## src/rtl/pulse_train_gen.sv

```systemverilog
// Programmable pulse-train generator: N pulses of H cycles high separated by L cycles low,
// launched through a valid/ready handshake, with registered edge strobes and done flag.
module pulse_train_gen #(
   parameter int CNT_W = 8,
   parameter int NUM_W = 8
) (
   input  logic             clk,
   input  logic             reset,
   input  logic             start_valid,
   output logic             start_ready,
   input  logic [CNT_W-1:0] cfg_high,
   input  logic [CNT_W-1:0] cfg_low,
   input  logic [NUM_W-1:0] cfg_num,
   input  logic             abort,
   output logic             pulse_out,
   output logic             rise_strobe,
   output logic             fall_strobe,
   output logic             busy,
   output logic             done
);

   typedef enum logic [1:0] {IDLE, HIGH, LOW} state_t;

   state_t           state, state_nxt;
   logic [CNT_W-1:0] cnt, cnt_nxt;
   logic [CNT_W-1:0] h_m1, h_m1_nxt;
   logic [CNT_W-1:0] l_m1, l_m1_nxt;
   logic [NUM_W-1:0] rem, rem_nxt;
   logic             pulse_nxt, rise_nxt, fall_nxt, done_nxt;
   logic             accept;

   assign start_ready = (state == IDLE) & ~abort & ~reset;
   assign accept      = start_valid & start_ready;

   always_ff @(posedge clk) begin
      if (reset) begin
         state       <= IDLE;
         cnt         <= '0;
         h_m1        <= '0;
         l_m1        <= '0;
         rem         <= '0;
         pulse_out   <= 1'b0;
         rise_strobe <= 1'b0;
         fall_strobe <= 1'b0;
         done        <= 1'b0;
         busy        <= 1'b0;
      end else begin
         state       <= state_nxt;
         cnt         <= cnt_nxt;
         h_m1        <= h_m1_nxt;
         l_m1        <= l_m1_nxt;
         rem         <= rem_nxt;
         pulse_out   <= pulse_nxt;
         rise_strobe <= rise_nxt;
         fall_strobe <= fall_nxt;
         done        <= done_nxt;
         busy        <= (state_nxt != IDLE);
      end
   end

   // Phase counters hold "cycles remaining minus one", so a field of 0 or 1 both give one
   // cycle and the max field value never needs a wider counter.
   always_comb begin
      state_nxt = state;
      cnt_nxt   = cnt;
      h_m1_nxt  = h_m1;
      l_m1_nxt  = l_m1;
      rem_nxt   = rem;
      pulse_nxt = pulse_out;
      rise_nxt  = 1'b0;
      fall_nxt  = 1'b0;
      done_nxt  = 1'b0;
      case (state)
         IDLE: begin
            if (accept) begin
               h_m1_nxt = (cfg_high == '0) ? '0 : cfg_high - CNT_W'(1);
               l_m1_nxt = (cfg_low == '0) ? '0 : cfg_low - CNT_W'(1);
               rem_nxt  = cfg_num;
               if (cfg_num == '0) begin
                  done_nxt = 1'b1;
               end else begin
                  state_nxt = HIGH;
                  pulse_nxt = 1'b1;
                  rise_nxt  = 1'b1;
                  cnt_nxt   = h_m1_nxt;
               end
            end
         end
         HIGH: begin
            if (abort) begin
               state_nxt = IDLE;
               pulse_nxt = 1'b0;
               fall_nxt  = pulse_out;
            end else if (cnt == '0) begin
               pulse_nxt = 1'b0;
               fall_nxt  = 1'b1;
               rem_nxt   = rem - NUM_W'(1);
               if (rem == NUM_W'(1)) begin
                  state_nxt = IDLE;
                  done_nxt  = 1'b1;
               end else begin
                  state_nxt = LOW;
                  cnt_nxt   = l_m1;
               end
            end else begin
               cnt_nxt = cnt - CNT_W'(1);
            end
         end
         LOW: begin
            if (abort) begin
               state_nxt = IDLE;
               pulse_nxt = 1'b0;
               fall_nxt  = pulse_out;
            end else if (cnt == '0) begin
               state_nxt = HIGH;
               pulse_nxt = 1'b1;
               rise_nxt  = 1'b1;
               cnt_nxt   = h_m1;
            end else begin
               cnt_nxt = cnt - CNT_W'(1);
            end
         end
         default: begin
            state_nxt = IDLE;
            pulse_nxt = 1'b0;
         end
      endcase
   end

endmodule

```

## config.mk

```make
export PLATFORM = sky130hd
export DESIGN_NAME = pulse_train_gen
export DESIGN_NICKNAME = d
export VERILOG_FILES = /design/src/rtl/pulse_train_gen.sv
export SDC_FILE = /design/constraint.sdc
export NUM_CORES = 1
export LEC_CHECK = 0
export BUFFER_PORTS_ARGS = -buffer_cell sky130_fd_sc_hd__buf_2
export CAP_MARGIN = 20
export CORE_ASPECT_RATIO = 1.5
export CORE_UTILIZATION = 55
export CTS_CLUSTER_SIZE = 20
export DETAILED_ROUTE_END_ITERATION = 8
export PLACE_DENSITY = 0.76
export SETUP_SLACK_MARGIN = 0.2
export SLEW_MARGIN = 20
export SYNTH_ARGS = -nofsm -noshare
export SYNTH_HDL_FRONTEND = slang
export SYNTH_SLANG_ARGS = --single-unit
```

## constraint.sdc

```tcl
create_clock -name clk -period 3.3 [get_ports clk]
set_clock_uncertainty 0.1 [all_clocks]
set_input_delay 0.66 -clock clk [delete_from_list [all_inputs] [get_ports clk]]
set_output_delay 0.66 -clock clk [all_outputs]
set_load 0.01 [all_outputs]
```

; Yosys cells after proc, flatten, opt, wreduce, memory -nomap -nowiden
; Cells that the tools add are included.
; Widths: inputs -> output; s select.
[totals]
register_bits = 39
output_inout_bits = 6
elab_cells = 85
[classes]
add_sub_neg = 4
eq_ne = 11
muxes = 43
bitwise = 5
n_reduce_logical = 12
[ops]
columns = cell, n
row1 = $mux 8, 12
row2 = $logic_not 8->1, 4
row3 = $sub 8x1->8 const B, 4
row4 = $pmux 8 s3, 1
row5 = $mux 1, 17
row6 = $pmux 8 s2, 1
row7 = $mux 2, 7
row8 = $ne 2x2->1 const B, 5
row9 = $ne 3x3->1 const B, 3
row10 = $eq 8x1->1 const B, 1
row11 = $reduce_and 4->1, 2
row12 = $pmux 1 s2, 3
row13 = $pmux 2 s3, 1
row14 = $reduce_and 6->1, 1
row15 = $reduce_bool 2->1, 2
row16 = $and 1x1->1, 3
row17 = $pmux 1 s3, 1
row18 = $reduce_bool 3->1, 1
row19 = $eq 2x1->1 const B, 1
row20 = $eq 2x2->1 const B, 1
row21 = $logic_not 2->1, 1
row22 = $not 1->1, 2
row23 = $reduce_and 2->1, 1

; Depth between registers and ports, before layout
[logic_depth]
ltp_word = 7
mapped_depth = 10

; Least setup slack after synthesis
; Ideal clock, no wire load.
[synth_path]
kind = input to register
start = input port cfg_high[0]
end = register cnt[4]
setup_time_ns = 0.116
arrival_ns = 2.138
t_required_ns = 3.084
path_slack_ns = 0.946
cell_stages = 8
n_path_buf = 1
path_cell_list = inv_1 > ha_1 > nor4b_1 > and3b_1 > clkbuf_1 > nor2_1 > o21a_1 > a31o_1
[synth_via]
elab_chain_len = 5
word_cells_on_any_way = 6
cone_classes = add/sub (1) / mux (4) / reduce/logical (1)
[synth_lines]
columns = item, line
row1 = "start, declared", 11  ; input logic [CNT_W-1:0] cfg_high,
row2 = $sub 8x1->8 / $logic_not 8->1 (equally long branches), 76  ; h_m1_nxt = (cfg_high == '0) ? '0 : cfg_high - CNT_W'(1);
row3 = $mux 8 (*), 76
row4 = $mux 8 (*), 79  ; if (cfg_num == '0) begin
row5 = $mux 8 (*), 75  ; if (accept) begin
row6 = $pmux 8 s3 (*), 73  ; case (state)
row7 = "end signal, assigned", 49  ; cnt <= cnt_nxt;
row8 = "end, declared", 25  ; logic [CNT_W-1:0] cnt, cnt_nxt;
; Every way passes the cells marked *; elsewhere a longest branch is shown, timed or not. The select of a mux whose other input is x is not followed.
; A chain may end at the register's enable or synchronous reset.

; Worst setup path in the final report
[layout_path]
start = register state[0]
end = register cnt[3]
[layout_via]
elab_chain_len = 6
word_cells_on_any_way = 14
cone_classes = eq/ne (7) / mux (1) / bitwise (3) / reduce/logical (3)
[layout_lines]
columns = item, line
row1 = "start, declared", 24  ; state_t state, state_nxt;
row2 = "start signal, assigned", 48  ; state <= state_nxt;
row3 = $logic_not 2->1, "32, 73"
row4 = $and 1x1->1 (2 in a row), 32  ; assign start_ready = (state == IDLE) & ~abort & ~reset;
row5 = $and 1x1->1, 33  ; assign accept = start_valid & start_ready;
row6 = $ne 2x2->1 (no line), n/a
row7 = $reduce_and 6->1 (no line), n/a
; Parallel ways exist; a longest one is shown, timed or not.

==> results.json <==
{
  "outcome": "complete, but fails checks",
  "violations": "design-rule violations",
  "leakagePower_nw": 1.11,
  "critPathCaptureType": "flop",
  "worstPathArrival_ns": 2.82,
  "cellPowerDensity_nw_per_um2": 439,
  "layout_common_cells": "nor2_1 (41), dfxtp_1 (39), buf_2 (33)",
  "cts_tree": "done",
  "syn-cell-area_um2": 2570,
  "crit_fanout": 16,
  "drt-wirelength-per-cell_um": 15.6,
  "timing.final.crit_share_pct": 83.5,
  "setup_violations": 0,
  "synth-simple-area-share_pct": 26.9,
  "synth-adder-area-share_pct": 5.83,
  "cp.required_ns": 3.36,
  "antenna_found_initial": 0,
  "max_slew_margin_pct": 36.2,
  "endpoint": "cnt[3]",
  "hold_violations": 0,
  "syn2layout_area_growth_pct": 9.63,
  "r2r_cells": 7,
  "ys_seq_area_share_pct": 30.3,
  "yosys-mux-area-fraction_pct": 1.94,
  "detail-route-antenna-nets": 0,
  "grt_pass1_wl_mm": 10.5,
  "setup_tns_ns": 0,
  "hp-class": "reg -> reg",
  "synthDistinctLibCells": 66,
  "numCtsBuffers": 5,
  "setup_ws_ns": 0.544,
  "path_clk_slew_ns": 0.07,
  "avgSynthCellArea_um2": 7.97,
  "rrSetupSlack_ns": 0.54,
  "num_vias": 2446,
  "io_buffer_count": 33,
  "first_global_vias": 2353,
  "grt_start_max_net_pins": 47,
  "drive_gt1_share_pct": 15.8,
  "synth-seq-cells": 39,
  "rsz0062_at_grt": "no",
  "insertedDiodeCount": 0,
  "syn-num-nets": 363,
  "holdWs_ns": 0.364,
  "final_common_cell": "nor2_1",
  "io_pins": 34,
  "vias_per_cell": 6.16,
  "start_util_pct": 57.1,
  "ir_drop_mv": 0.246,
  "drt_iter0_markers": 140,
  "postSynthCellCount": 323,
  "synth-xor-area-share_pct": 4.08,
  "overflow": 0,
  "min_period_ns": 2.76,
  "yosys_warnings": 0,
  "synthFlopType": "dfxtp_1",
  "r2r_end": "cnt[3]",
  "synth_compound_area_share_pct": 24.7,
  "tightest_slew_ns": 0.955,
  "dr.pass1.iters": 6,
  "holdCritStartpoint": "h_m1[0]",
  "postCtsHoldBufs": 0,
  "numClockSinks": 39,
  "cp-start-kind": "flop",
  "nets": 388,
  "cts-root-buf": "clkbuf_8",
  "gp_congestion": 0.845,
  "synth_top_family_by_area": "simple AND/OR/NAND/NOR gates",
  "clock_latency_ns": 0.29,
  "max_freq_mhz": 363,
  "post_cts_buffers": 0,
  "die_h_um": 85.8,
  "ctsLongestPathBuffers": 2,
  "drv_slew": 0,
  "std_cell_rows": 30,
  "synth_edf_count": 0,
  "pre_cts_slack_ns": 0.430,
  "routed_wl_mm": 6.18,
  "synthArstFlopShare_pct": 0,
  "fill_cells": 393,
  "die_area_um2": 4960,
  "post_cts_resized": 0,
  "design.core.area_um2": 4500,
  "drv_cap": 0,
  "die_x_um": 57.9,
  "grt_util_all_layers_pct": 27.1,
  "startpoint": "state[0]",
  "r2r-start": "state[0]",
  "dp_hpwl_mm": 4.57,
  "crit_type": "reg -> reg",
  "cts_max_level": 2,
  "drc": 4
}
## registers in the layout, summed over array words and instances, names as in the netlist
signal and flops:
rem 8, pulse_out 1, state 2, busy 1, h_m1 8, done 1, fall_strobe 1, rise_strobe 1
l_m1 8, cnt 8
## worst max-delay path: stages, from the launching register on
cell      delay (ns)
dfxtp_1         0.33
inv_1           0.11
ha_1            0.32
nor4bb_1        0.32
o21ai_0         0.23
a211oi_2        0.85
o311a_1         0.32
nor3_2          0.05
## stage by stage
| step | util (%) | power, mW | instance area [µm²] | cells |
|---|---|---|---|---|
| after global routing | 62.6 | 1.32 | 2820 | 397 |
| after CTS | 62.6 | 1.24 | 2820 | 397 |
| final | 62.6 | 1.24 | 2820 | 397 |
| after floorplan | - | 0.858 | 2570 | 323 |
| after global placement | 60.8 | 0.929 | 2740 | 389 |
| after detailed placement | 60.8 | 0.937 | 2740 | 389 |
## cell families after synthesis
| logic type | count (synthesis) |
|---|---|
| simple gates | 129 |
| compound gates | 90 |
| flops | 39 |
| buf+inv | 36 |
| xor+xnor | 12 |
| fa+ha+maj | 12 |
| mux | 5 |
## metal layers
metal	wire length [µm]	global-route usage, %	vias up
met2	3240	49.4	71
met3	227	3.47	22
met4	297	15.4	0
met5	0	0	-
met1	2420	29.3	1120
li1	-	-	1233
## layout make-up
cell class | instances | area (µm²) | share of cell area, %
multi-input combinational | 248 | 1630 | 57.9
tap | 48 | 60.1 | 2.13
clock buffer | 7 | 76.3 | 2.71
inverter | 15 | 56.3 | 2.00
sequential | 39 | 781 | 27.7
timing repair buffer | 39 | 210 | 7.45
clock inverter | 1 | 5.00 | 0.177
## worst min-delay path by stage
stage / endpoint / slack, ns / cells after the start
floorplan: l_m1[0] / 0.33 / 2
global placement: h_m1[3] / 0.35 / 2
detailed placement: l_m1[1] / 0.36 / 2
CTS: l_m1[1] / 0.36 / 2
global route: h_m1[3] / 0.38 / 2
finish: h_m1[0] / 0.36 / 2
## cell usage after synthesis (5+ instances only)
cell type | n | share of area (%)
nor2b_1 | 5 | 1.2
a21oi_1 | 21 | 4.1
a211oi_1 | 8 | 2.3
dfxtp_1 | 39 | 30
a22oi_1 | 7 | 2.0
xnor2_1 | 9 | 3.1
nand2b_1 | 7 | 1.7
nand3_1 | 5 | 0.97
ha_1 | 12 | 5.8
clkbuf_1 | 12 | 1.7
o31ai_1 | 7 | 2.0
nand2_1 | 18 | 2.6
nor3b_1 | 5 | 1.5
inv_1 | 14 | 2.0
nor2_1 | 41 | 6.0
o21ai_0 | 13 | 2.5
mux2i_1 | 5 | 1.9
nor3_1 | 16 | 3.1
## power breakdown
part / switching, mW / internal, mW
logic: 0.233 / 0.159
clock network: 0.159 / 0.148
registers: 0.0355 / 0.504
total: 0.428 / 0.811
(Power assumes the default switching activity.)
